`src/rtl/acq_pkg.sv`:
```
// Shared types for the acquisition trigger controller: FSM states, mode codes, sample width.
package acq_pkg;

  localparam int unsigned SAMPLE_W = 12;

  typedef enum logic [2:0] {
    ST_IDLE     = 3'd0,
    ST_PRE_FILL = 3'd1,
    ST_ARMED    = 3'd2,
    ST_POST     = 3'd3,
    ST_READY    = 3'd4
  } acq_state_t;

  typedef enum logic [1:0] {
    MODE_NORMAL = 2'b00,
    MODE_AUTO   = 2'b01,
    MODE_SINGLE = 2'b10,
    MODE_RSVD   = 2'b11
  } acq_mode_t;

endpackage

```
`src/rtl/trig_detect.sv`:
```
// Level-crossing detector: remembers the previous sample and flags a crossing on the current one.
module trig_detect
  import acq_pkg::*;
(
  input  logic                clk,
  input  logic                rst,
  input  logic                enable,
  input  logic                sample_valid,
  input  logic [SAMPLE_W-1:0] sample,
  input  logic [SAMPLE_W-1:0] level,
  input  logic                slope,
  output logic                hit_c
);

  logic [SAMPLE_W-1:0] prev;
  logic                prev_valid;

  // Dropping enable invalidates history so the first sample after re-enable cannot fire.
  always_ff @(posedge clk or negedge rst) begin
    if (!rst) begin
      prev       <= '0;
      prev_valid <= 1'b0;
    end else if (!enable) begin
      prev_valid <= 1'b0;
    end else if (sample_valid) begin
      prev       <= sample;
      prev_valid <= 1'b1;
    end
  end

  always_comb begin
    hit_c = 1'b0;
    if (enable && sample_valid && prev_valid) begin
      if (slope) hit_c = (prev > level) && (sample <= level);
      else       hit_c = (prev < level) && (sample >= level);
    end
  end

endmodule

```
`src/rtl/acq_trigger_ctrl.sv`:
```
// Oscilloscope-style capture controller: pre-trigger fill, level/auto trigger, post-trigger fill,
// then holds the frame for the display.
module acq_trigger_ctrl
  import acq_pkg::*;
#(
  parameter int unsigned ADDR_W       = 10,
  parameter int unsigned PRE_TRIG     = 256,
  parameter int unsigned AUTO_TIMEOUT = 1_000_000
) (
  input  logic                clk,
  input  logic                rst,
  input  logic                sample_valid,
  input  logic [SAMPLE_W-1:0] sample,
  input  logic [SAMPLE_W-1:0] trigger_level,
  input  logic                trig_slope,
  input  logic [1:0]          mode,
  input  logic                arm,
  input  logic                disp_done,
  output logic                wr_en,
  output logic [ADDR_W-1:0]   wr_addr,
  output logic [SAMPLE_W-1:0] wr_data,
  output logic                capture_ready,
  output logic [ADDR_W-1:0]   disp_start,
  output logic                auto_trig,
  output logic [2:0]          state_o
);

  localparam int unsigned DEPTH  = 1 << ADDR_W;
  localparam int unsigned POST_N = DEPTH - PRE_TRIG - 1;
  localparam int unsigned CNT_W  = ADDR_W + 1;
  localparam int unsigned TO_W   = $clog2(AUTO_TIMEOUT + 1);

  acq_state_t        state;
  acq_mode_t         mode_q;
  logic [ADDR_W-1:0] ptr;
  logic [ADDR_W-1:0] trig_addr;
  logic [CNT_W-1:0]  cnt;
  logic [TO_W-1:0]   tcnt;
  logic              capturing_c;
  logic              take_c;
  logic              hit_c;
  logic              timeout_c;

  assign capturing_c = state inside {ST_PRE_FILL, ST_ARMED, ST_POST};
  assign take_c      = capturing_c && sample_valid;
  assign timeout_c   = (state == ST_ARMED) && (mode_q == MODE_AUTO) &&
                       (tcnt == TO_W'(AUTO_TIMEOUT - 1));
  assign state_o     = state;

  trig_detect u_trig_detect (
    .clk          (clk),
    .rst          (rst),
    .enable       (state == ST_ARMED),
    .sample_valid (sample_valid),
    .sample       (sample),
    .level        (trigger_level),
    .slope        (trig_slope),
    .hit_c        (hit_c)
  );

  // Buffer write port; ptr runs continuously across frames and wraps naturally.
  always_ff @(posedge clk or negedge rst) begin
    if (!rst) begin
      wr_en   <= 1'b0;
      wr_addr <= '0;
      wr_data <= '0;
      ptr     <= '0;
    end else begin
      wr_en <= take_c;
      if (take_c) begin
        wr_addr <= ptr;
        wr_data <= sample;
        ptr     <= ptr + ADDR_W'(1);
      end
    end
  end

  always_ff @(posedge clk or negedge rst) begin
    if (!rst) begin
      state         <= ST_IDLE;
      mode_q        <= MODE_NORMAL;
      cnt           <= '0;
      tcnt          <= '0;
      trig_addr     <= '0;
      capture_ready <= 1'b0;
      disp_start    <= '0;
      auto_trig     <= 1'b0;
    end else begin
      tcnt <= (state == ST_ARMED) ? tcnt + TO_W'(1) : '0;
      case (state)
        ST_IDLE: begin
          if (acq_mode_t'(mode) != MODE_SINGLE || arm) begin
            mode_q <= acq_mode_t'(mode);
            cnt    <= '0;
            state  <= ST_PRE_FILL;
          end
        end
        ST_PRE_FILL: begin
          if (sample_valid) begin
            if (cnt == CNT_W'(PRE_TRIG - 1)) begin
              cnt   <= '0;
              state <= ST_ARMED;
            end else begin
              cnt <= cnt + CNT_W'(1);
            end
          end
        end
        ST_ARMED: begin
          // A real crossing takes priority over a simultaneous timeout.
          if (hit_c) begin
            trig_addr <= ptr;
            auto_trig <= 1'b0;
            cnt       <= '0;
            state     <= ST_POST;
          end else if (timeout_c) begin
            trig_addr <= sample_valid ? ptr : ptr - ADDR_W'(1);
            auto_trig <= 1'b1;
            cnt       <= '0;
            state     <= ST_POST;
          end
        end
        ST_POST: begin
          if (sample_valid) begin
            if (cnt == CNT_W'(POST_N - 1)) begin
              cnt           <= '0;
              capture_ready <= 1'b1;
              disp_start    <= trig_addr - ADDR_W'(PRE_TRIG);
              state         <= ST_READY;
            end else begin
              cnt <= cnt + CNT_W'(1);
            end
          end
        end
        ST_READY: begin
          if (disp_done) begin
            capture_ready <= 1'b0;
            mode_q        <= acq_mode_t'(mode);
            cnt           <= '0;
            state         <= (mode_q == MODE_SINGLE) ? ST_IDLE : ST_PRE_FILL;
          end
        end
        default: state <= ST_IDLE;
      endcase
    end
  end

endmodule
```
`config.mk`:
```
export PLATFORM = sky130hd
export DESIGN_NAME = acq_trigger_ctrl
export DESIGN_NICKNAME = d
export VERILOG_FILES = /design/src/rtl/acq_pkg.sv /design/src/rtl/trig_detect.sv /design/src/rtl/acq_trigger_ctrl.sv
export SDC_FILE = /design/constraint.sdc
export NUM_CORES = 1
export LEC_CHECK = 0
export BUFFER_PORTS_ARGS = -buffer_cell sky130_fd_sc_hd__buf_4
export CAP_MARGIN = 10
export CORE_MARGIN = 2
export CORE_UTILIZATION = 50
export CTS_CLUSTER_SIZE = 16
export DETAILED_ROUTE_END_ITERATION = 6
export GPL_ROUTABILITY_DRIVEN = 0
export PLACE_DENSITY = 0.71
export REMOVE_ABC_BUFFERS = 1
export SYNTH_ARGS = -nofsm -noshare
export SYNTH_HDL_FRONTEND = slang
export SYNTH_SLANG_ARGS = --single-unit
```
`constraint.sdc`:
```
create_clock -name clk -period 6.6 [get_ports clk]
set_input_delay 0.33 -clock clk [delete_from_list [all_inputs] [get_ports clk]]
set_output_delay 0.33 -clock clk [all_outputs]
set_load 0.005 [all_outputs]
```
==> results of run 1 <==
[layout make-up]
| cell class | instances | area share |
|---|---|---|
| Clock buffer | 9 | 0.0200 |
| Timing Repair Buffer | 73 | 0.0890 |
| Multi-Input combinational cell | 329 | 0.409 |
| Sequential cell | 104 | 0.421 |
| Tap cell | 136 | 0.0275 |
| Clock inverter | 7 | 0.0127 |
| Inverter | 35 | 0.0212 |
[layer usage]
metal	part of all wire	track usage	vias up
met4	0.021	0.0815	0
met5	0	0	-
met2	0.46	0.290	57
met1	0.49	0.264	1750
li1	-	-	1841
met3	0.028	0.0339	15
[state kept, by name (all words and copies together) (netlist names)]
name                      flops
tcnt                         20
u_trig_detect.prev           12
wr_data                      12
cnt                          11
disp_start                   10
ptr                          10
trig_addr                    10
wr_addr                      10
state_o                       3
mode_q                        2
auto_trig                     1
capture_ready                 1
u_trig_detect.prev_valid      1
wr_en                         1
[final timing paths]
path / cells after the start / startpoint / endpoint / slack, ns
min in group asynchronous: 2 / rst / mode_q[0]$_DFFE_PN0P_ / 0.35
max reg2reg: 5 / state_o[1]$_DFFE_PN0P_ / cnt[0]$_DFFE_PN0P_ / 3.72
min: 2 / disp_done / capture_ready$_DFFE_PN0P_ / 0.16
max: 5 / state_o[1]$_DFFE_PN0P_ / cnt[0]$_DFFE_PN0P_ / 3.72
min reg2reg: 1 / tcnt[0]$_DFF_PN0_ / tcnt[0]$_DFF_PN0_ / 0.50
max in group asynchronous: 3 / rst / u_trig_detect.prev[5]$_DFFE_PN0P_ / 4.91
[cells in the final DEF, fill, tap and decap left out, types with 3 or more instances in the layout]
cell	n
a21oi_1	14
nand2_1	26
nor3_1	16
clkinv_2	3
nor2_1	30
mux2_4	9
dfrtp_1	104
nor4_1	6
inv_1	35
nand3b_1	4
xor2_1	20
nand4_1	14
mux2_2	42
buf_4	72
o21ai_0	13
o21ai_1	11
ha_1	29
o211ai_1	3
a31oi_1	9
nand3_1	20
clkbuf_8	9
or3_1	8
xnor2_1	15
[kinds of logic (layout without fill, tap and decap cells)]
kind of cell | Yosys count | in the layout | share of synthesized area
flops | 104 | 104 | 0.487
simple gates | 146 | 146 | 0.147
mux | 53 | 53 | 0.117
fa+ha+maj | 29 | 29 | 0.0679
xor+xnor | 35 | 35 | 0.0573
buf+inv | 54 | 124 | 0.0428
compound gates | 66 | 66 | 0.0805
[worst max-delay path, stage by stage, from the launching register on]
cell	delay [ns]
dfrtp_1	0.59
or3b_2	0.73
nor4_4	0.46
nor3_1	0.09
a21boi_1	0.71
mux2i_1	0.15
[stage by stage]
step | setup WS (ns) | utilization
floorplan | 3.01 | -
global placement | 3.80 | 0.576
detailed placement | 3.71 | 0.576
CTS | 3.70 | 0.596
global route | 3.56 | 0.596
finish | 3.72 | 0.596
[synth_stat cells (2+ instances only)]
master      n
dfrtp_1   104
mux2_2     42
inv_1      35
nor2_1     30
ha_1       29
nand2_1    26
nand3_1    20
xor2_1     20
nor3_1     16
xnor2_1    15
a21oi_1    14
nand4_1    14
clkbuf_1   13
o21ai_0    13
o21ai_1    11
a31oi_1     9
mux2_4      9
or3_1       8
nor4_1      6
nand3b_1    4
buf_2       3
buf_6       3
o211ai_1    3
a221oi_1    2
and2_1      2
and3_1      2
and4_1      2
mux2i_1     2
nand2b_1    2
nor2b_1     2
o22a_1      2
or3b_2      2
[power by group through the flow]
stage | clock [W] | combinational, W | sequential, W
finish | 0.000407 | 0.000312 | 0.000795
global route | 0.000447 | 0.000353 | 0.000811
CTS | 0.000420 | 0.000317 | 0.000795
detailed placement | 0 | 0.000316 | 0.000806
global placement | 0 | 0.000302 | 0.000801
floorplan | 0 | 0.000200 | 0.000788
==> flow_metrics.env, run 1 <==
export IMPL_path_max_fanout=22
export IMPL_h_tree_depth=3
export IMPL_net_switching_power_w=0.000466
export IMPL_switching_share=0.307
export IMPL_worst_pin_slew_ns=1.08
export IMPL_seq_area_frac_synth=0.487
export IMPL_seq_area_mm2=0.00260
export IMPL_die_h_um=107
export IMPL_track_usage=0.189
export IMPL_crit_required_ns=6.82
export IMPL_max_cap_violations=0
export IMPL_slew_headroom=0.283
export IMPL_drc=0
export IMPL_post_cts_resized=0
export IMPL_drv_slew=0
export IMPL_clk_latency_ns=0.37
export IMPL_p_int_w=0.00105
export IMPL_synth_top_area_frac=0.487
export IMPL_startpoint_type="register"
export IMPL_drt_total_wl_um=10100
export IMPL_setup_viol=0
export IMPL_ys_types=54
export IMPL_num_io_pins=70
export IMPL_antenna_cells=0
export IMPL_wl_per_cell_um=14.5
export IMPL_synthCells=487
export IMPL_yosys_warnings=0
export IMPL_drive_above_1_share=0.271
export IMPL_power_density_mw_per_mm2=245
export IMPL_status="completed"
export IMPL_dp_cells=676
export IMPL_rows=37
export IMPL_fin_skew_ns=0.0155
export IMPL_antenna_left=0
export IMPL_hold_class="input pin to register"
export IMPL_pwr_share_comb=0.206
export IMPL_synthTopCellsByArea="dfrtp_1 49%, mux2_2 8.8%, ha_1 6.8%, xor2_1 3.3%, mux2_4 2.5%"
export IMPL_area_growth_pct=15.7
export IMPL_grt_pass1_vias=3625
export IMPL_grt_max_degree=89
export IMPL_post_cts_setup_buffers=0
export IMPL_synth_edf_count=0
export IMPL_first_iter_violations=122
export IMPL_via_per_inst=5.29
export IMPL_fill_cells=891
export IMPL_synth_area_leader_cell="dfrtp_1"
export IMPL_criticalPathCategory="register to register"
export IMPL_dpl_cell_area_mm2=0.00597
export IMPL_die_x_um=107
export IMPL_numCtsBuffers=9
export IMPL_hold_buffers=1
export IMPL_clkSinkCount=104
export IMPL_cp_arrival_ns=3.10
export IMPL_numPortBuffers=69
export IMPL_finalPower_w=0.00151
export IMPL_fmax_ghz=0.348
export IMPL_multi_input_comb_area_mm2=0.00253
export IMPL_antenna_found_initial=0
export IMPL_vias=3663
export IMPL_dieArea_mm2=0.0115
export IMPL_pwr_share_clk=0.268
export IMPL_gr_total_overflow=0
export IMPL_synth_flop_cell="dfrtp_1"
export IMPL_max_vdd_ir_drop_v=0.000195
export IMPL_crit_path_end_kind="register"
export IMPL_final_cell_count_no_fill=693
export IMPL_clockBufferDepth=2
export IMPL_synth_avg_cell_area_um2=11.0
export IMPL_seqPwrFrac=0.525
export IMPL_holdWs_ns=0.164
export IMPL_nets=613
export IMPL_first_pass_iters=4
export IMPL_grt_setup_unrepaired="false"
export IMPL_finalCritPeriodShare=0.436
export IMPL_cts_tree="built"
export IMPL_final_area_mm2=0.00618
export IMPL_grt_pass1_wl_um=17300
export IMPL_cts_root_buf="clkbuf_8"
export IMPL_ys_ff_latch=104
export IMPL_core_area_mm2=0.0104
export IMPL_syn_area_mm2=0.00535
export IMPL_p_leak_nw=3.04
export IMPL_start_util=0.516
export IMPL_clkSlewWorstSetupHoldPaths_ns=0.10
export IMPL_synthArstFlopShare=1.00
export IMPL_period_minus_slack_ns=2.88
export IMPL_setup_tns_ns=0
export IMPL_dpl_hpwl_um=7290
export IMPL_hold_violations=0
No activity file was read; power rests on OpenSTA's default activity.
==> inputs of run 2 (changes only) <==
==> constraint.sdc (replaced) <==
create_clock -name clk -period 3 [get_ports clk]
set_input_delay 0.15 -clock clk [delete_from_list [all_inputs] [get_ports clk]]
set_output_delay 0.15 -clock clk [all_outputs]
set_load 0.005 [all_outputs]
==> run 2 against run 1 <==
  * Final cell count is 1.4% higher
  * Sequential power is 120% higher
  * Wire length is 3.9% higher
  * Final area is 1.8% higher
  * Global-route usage is 0.82 points higher
  * Die area stayed put
  * Critical endpoint is now trig_addr[9]$_DFFE_PN0P_
==> flow_metrics.env, run 2 (synthesized netlist as in run 1, its figures left out) <==
export IMPL_worstPathCellList="dlygate4sd3_1, buf_4, ha_1, a211oi_2, nor2_1, or3_1, o21ai_1, a2bb2oi_2, nor2b_4, mux2_2"
export IMPL_slew_headroom=0.525
export IMPL_startpoint_type="input pin"
export IMPL_status="completed"
export IMPL_area_growth_pct=17.8
export IMPL_cp_slowest_cell="dlygate4sd3_1"
export IMPL_max_stage_delay_ns=0.53
export IMPL_critPathTopFamily="simple AND/OR/NAND/NOR gates"
export IMPL_fin_ws_ns=0.267
export IMPL_seqPwrFrac=0.520
export IMPL_setup_viol=0
export IMPL_rr_worst_depth=8
export IMPL_rows=37
export IMPL_criticalPathCategory="input pin to register"
export IMPL_max_cap_violations=0
export IMPL_holdWs_ns=0.0196
export IMPL_cts_tree="built"
export IMPL_crit_required_ns=3.27
export IMPL_whs_path_depth=2
export IMPL_gr_total_overflow=0
export IMPL_numCtsBuffers=9
export IMPL_cp_arrival_ns=3.01
export IMPL_grt_pass1_wl_um=17900
export IMPL_period_minus_slack_ns=2.73
export IMPL_numPortBuffers=69
export IMPL_pre_cts_slack_ns=0.425
export IMPL_antenna_cells=0
export IMPL_grt_setup_unrepaired="false"
export IMPL_first_pass_iters=4
export IMPL_finalCritPeriodShare=0.911
export IMPL_hold_violations=0
export IMPL_final_common_cell="dfrtp_1"
export IMPL_setup_tns_ns=0
export IMPL_rrSetupSlack_ns=0.42
export IMPL_final_cell_mix="104 x dfrtp_1, 73 x buf_4, 42 x mux2_2"
export IMPL_seq_area_mm2=0.00260
export IMPL_min_to="u_trig_detect.prev[6]$_DFFE_PN0P_"
export IMPL_post_cts_resized=0
export IMPL_grt_pass1_vias=3735
export IMPL_drive_above_1_share=0.270
export IMPL_r2r_end="trig_addr[9]$_DFFE_PN0P_"
export IMPL_dpl_hpwl_um=7520
export IMPL_drt_total_wl_um=10500
export IMPL_net_switching_power_w=0.00105
export IMPL_drv_slew=0
export IMPL_multi_input_comb_area_mm2=0.00253
export IMPL_fin_skew_ns=0.00950
export IMPL_antenna_found_initial=0
export IMPL_dpl_cell_area_mm2=0.00600
export IMPL_hold_start="sample[6]"
export IMPL_clkSinkCount=104
export IMPL_antenna_left=0
export IMPL_clk_latency_ns=0.38
export IMPL_core_area_mm2=0.0104
export IMPL_switching_share=0.311
export IMPL_track_usage=0.197
export IMPL_crit_path_end_kind="register"
export IMPL_timing_critical_path_buf_inv=2
export IMPL_pwr_share_comb=0.206
export IMPL_drc=0
export IMPL_path_max_fanout=11
export IMPL_grt_max_degree=56
export IMPL_largest_register="tcnt"
export IMPL_worst_pin_slew_ns=0.712
export IMPL_post_cts_setup_buffers=0
export IMPL_h_tree_depth=3
export IMPL_largest_reg_flops=20
export IMPL_fmax_ghz=0.366
export IMPL_start_util=0.516
export IMPL_hold_class="input pin to register"
export IMPL_hold_buffers=8
export IMPL_r2r_start="u_trig_detect.prev[5]$_DFFE_PN0P_"
export IMPL_largestRegisters="tcnt: 20 flops, u_trig_detect.prev: 12 flops, wr_data: 12 flops"
export IMPL_final_area_mm2=0.00630
export IMPL_p_leak_nw=3.08
export IMPL_first_iter_violations=122
export IMPL_vias=3800
export IMPL_pwr_share_clk=0.274
export IMPL_num_io_pins=70
export IMPL_clockBufferDepth=2
export IMPL_nets=623
export IMPL_final_util=0.607
export IMPL_wl_per_cell_um=14.9
export IMPL_p_int_w=0.00233
export IMPL_max_vdd_ir_drop_v=0.000516
export IMPL_clkSlewWorstSetupHoldPaths_ns=0.11
export IMPL_die_x_um=107
export IMPL_dieArea_mm2=0.0115
export IMPL_die_h_um=107
export IMPL_power_density_mw_per_mm2=535
export IMPL_cts_root_buf="clkbuf_8"
export IMPL_via_per_inst=5.41
export IMPL_fill_cells=874
run 2: worst max path at each step:
| stage | cells past startpoint | to | slack [ns] | start |
|---|---|---|---|---|
| 2_1_floorplan | 5 | ptr[5]$_DFFE_PN0P_ | -0.59 | state_o[1]$_DFFE_PN0P_ |
| 3_3_place_gp | 9 | trig_addr[9]$_DFFE_PN0P_ | 0.50 | sample[9] |
| 3_5_place_dp | 9 | trig_addr[9]$_DFFE_PN0P_ | 0.43 | sample[9] |
| 4_1_cts | 10 | trig_addr[9]$_DFFE_PN0P_ | 0.29 | sample[9] |
| 5_1_grt | 10 | trig_addr[9]$_DFFE_PN0P_ | 0.13 | sample[9] |
| 6_report | 10 | trig_addr[9]$_DFFE_PN0P_ | 0.27 | sample[9] |
run 2: layout make-up:
type,instances,area share
inverters,35,0.0209
clock inverters,7,0.0135
well taps,136,0.0270
clock buffers,9,0.0197
repair buffers,83,0.104
flip-flops and latches,104,0.413
multi-input cells,329,0.401
run 2: layer usage:
metal / GRT usage / wire (um) / vias to the layer above
met3: 0.0521 / 456 / 7
met2: 0.319 / 5120 / 73
met1: 0.262 / 4750 / 1842
met4: 0.0586 / 127 / 0
li1: - / - / 1878
met5: 0 / 0 / -
run 2: power by group through the flow:
stage	registers, W	clock network, W	logic (W)
6_report	0.00175	0.000924	0.000696
5_1_grt	0.00178	0.00101	0.000795
4_1_cts	0.00175	0.000959	0.000703
3_5_place_dp	0.00177	0	0.000692
3_3_place_gp	0.00176	0	0.000666
2_1_floorplan	0.00173	0	0.000441
run 2: through the flow:
step	power [W]	instances
floorplan	0.00217	468
global placement	0.00243	678
detailed placement	0.00247	678
CTS	0.00341	702
global route	0.00358	703
finish	0.00337	703
run 2: worst reg2reg max path, stage by stage, from the launching register on:
cell and delay (ns):
dfrtp_1 0.39, ha_1 0.29, a21oi_1 0.15, o21ai_0 0.10, a221oi_1 0.36, a211oi_1 0.15, a2bb2oi_2 0.23, nor2b_4 0.42
mux2_2 0.38
==> inputs of run 3 (changes only) <==
==> constraint.sdc (replaced) <==
create_clock -name clk -period 3 [get_ports clk]
set_input_delay 0.3 -clock clk [delete_from_list [all_inputs] [get_ports clk]]
set_output_delay 0.3 -clock clk [all_outputs]
set_load 0.005 [all_outputs]
==> run 3 against run 2 <==
  * The flow now finishes with violations (hold timing)
  * Via count decreased by 1.1%
  * Critical path depth decreased by 2
  * Sequential share of layout area increased by 0.62 points
  * Count of clock-buffer cells in the layout increased by 1
  * Die area unchanged
  * Flip-flop and latch count unchanged
  * Critical path type is now register to register
  * Largest cell class unchanged
==> flow_metrics.env, run 3 (synthesized netlist as in run 1, its figures left out) <==
export IMPL_critPathTopFamily="compound AO/OA/AOI/OAI gates"
export IMPL_r2r_end="trig_addr[9]$_DFFE_PN0P_"
export IMPL_status="finished with violations"
export IMPL_final_cell_count_no_fill=694
export IMPL_drive_above_1_share=0.274
export IMPL_power_density_mw_per_mm2=539
export IMPL_criticalPathCategory="register to register"
export IMPL_largest_register="tcnt"
export IMPL_dpl_hpwl_um=7330
export IMPL_slew_headroom=0.501
export IMPL_fin_skew_ns=0.0109
export IMPL_post_cts_resized=0
export IMPL_crit_path_end_kind="register"
export IMPL_h_tree_depth=3
export IMPL_max_cap_violations=0
export IMPL_numPortBuffers=69
export IMPL_first_pass_iters=4
export IMPL_hold_buffers=0
export IMPL_timing_critical_path_buf_inv=0
export IMPL_die_x_um=107
export IMPL_largest_reg_flops=20
export IMPL_clkSlewWorstSetupHoldPaths_ns=0.10
export IMPL_num_io_pins=70
export IMPL_pre_cts_slack_ns=0.268
export IMPL_cts_root_buf="clkbuf_8"
export IMPL_worst_pin_slew_ns=0.749
export IMPL_drc=0
export IMPL_hold_violations=37
export IMPL_start_util=0.516
export IMPL_post_cts_setup_buffers=0
export IMPL_dp_cells=679
export IMPL_final_cell_mix="104 x dfrtp_1, 74 x buf_4, 42 x mux2_2"
export IMPL_dieArea_mm2=0.0115
export IMPL_rrSetupSlack_ns=0.43
export IMPL_fin_ws_ns=0.429
export IMPL_holdWs_ns=-0.0202
export IMPL_r2r_start="u_trig_detect.prev[7]$_DFFE_PN0P_"
export IMPL_wl_per_cell_um=14.8
export IMPL_clkSinkCount=104
export IMPL_rows=37
export IMPL_grt_max_degree=59
export IMPL_startpoint_type="register"
export IMPL_crit_required_ns=3.27
export IMPL_path_max_fanout=11
export IMPL_area_growth_pct=16.1
export IMPL_numCtsBuffers=9
export IMPL_vias=3759
export IMPL_nets=615
export IMPL_p_leak_nw=3.05
export IMPL_grt_setup_unrepaired="false"
export IMPL_rr_worst_depth=8
export IMPL_max_stage_delay_ns=0.43
export IMPL_drt_total_wl_um=10300
export IMPL_grt_pass1_wl_um=17700
export IMPL_final_common_cell="dfrtp_1"
export IMPL_worstPathCellList="ha_1, a21oi_1, o21ai_0, a221oi_1, a211oi_1, a2bb2oi_2, nor2b_4, mux2_2"
export IMPL_failed_checks="hold timing"
export IMPL_cp_arrival_ns=2.85
export IMPL_final_util=0.598
export IMPL_clockBufferDepth=2
export IMPL_hold_class="input pin to asynchronous set/reset pin"
export IMPL_fmax_ghz=0.389
export IMPL_antenna_left=0
export IMPL_finalCritPeriodShare=0.857
export IMPL_first_iter_violations=106
export IMPL_grt_pass1_vias=3740
export IMPL_period_minus_slack_ns=2.57
export IMPL_track_usage=0.193
export IMPL_core_area_mm2=0.0104
export IMPL_dpl_cell_area_mm2=0.00601
export IMPL_max_vdd_ir_drop_v=0.000501
export IMPL_setup_viol=0
export IMPL_antenna_found_initial=0
export IMPL_clk_latency_ns=0.38
export IMPL_drv_slew=0
export IMPL_cts_tree="built"
export IMPL_via_per_inst=5.42
export IMPL_cp_slowest_cell="nor2b_4"
export IMPL_gr_total_overflow=0
export IMPL_final_area_mm2=0.00621
export IMPL_die_h_um=107
export IMPL_largestRegisters="tcnt: 20 flops, u_trig_detect.prev: 12 flops, wr_data: 12 flops"
export IMPL_antenna_cells=0
==> run 3: changes by cell type in the layout (fill, tap and decap cells not counted), sizes merged <==
cell,before,now
dlygate4sd3,9,0
buf,74,75
clkbuf,9,10
clkinv,2,1
inv,39,38
==> run 3: per-stage QoR <==
stage	hold WS, ns	total power [W]	setup TNS, ns
after detailed placement	0.423	0.00246	0
after global placement	0.416	0.00243	0
after floorplan	0.00441	0.00217	-15.45
final	-0.0202	0.00335	0
after global routing	0.0346	0.00356	0
after CTS	0.00100	0.00338	0
==> run 3: worst max-delay path by stage <==
stage / from / end / slack, ns / cells past startpoint
floorplan: state_o[1]$_DFFE_PN0P_ / ptr[5]$_DFFE_PN0P_ / -0.59 / 5
CTS: u_trig_detect.prev[7]$_DFFE_PN0P_ / trig_addr[9]$_DFFE_PN0P_ / 0.40 / 8
global placement: sample[9] / trig_addr[9]$_DFFE_PN0P_ / 0.33 / 9
global route: u_trig_detect.prev[7]$_DFFE_PN0P_ / trig_addr[9]$_DFFE_PN0P_ / 0.20 / 8
detailed placement: sample[9] / trig_addr[9]$_DFFE_PN0P_ / 0.27 / 9
finish: u_trig_detect.prev[7]$_DFFE_PN0P_ / trig_addr[9]$_DFFE_PN0P_ / 0.43 / 8
==> run 3: routing by layer <==
| metal | share of wire | up-vias | track usage |
|---|---|---|---|
| met4 | 0.017 | 0 | 0.0678 |
| met2 | 0.47 | 73 | 0.292 |
| li1 | - | 1850 | - |
| met5 | 0 | - | 0 |
| met3 | 0.038 | 12 | 0.0484 |
| met1 | 0.48 | 1824 | 0.271 |
==> run 3: power by group <==
group          internal (W)  total, W  switching, W  leakage, nW
clock              0.000412  0.000909      0.000497        0.104
sequential          0.00156   0.00175      0.000188         1.34
combinational      0.000356  0.000690      0.000334         1.61
total               0.00233   0.00335       0.00102         3.05
==> run 3: layout make-up <==
cell class | instances | area [um^2]
fillers | 869 | 4160
clock buffers | 10 | 138
multi-input cells | 329 | 2530
clock inverters | 5 | 61.3
well taps | 136 | 170
inverters | 35 | 131
flip-flops and latches | 104 | 2600
repair buffers | 75 | 576
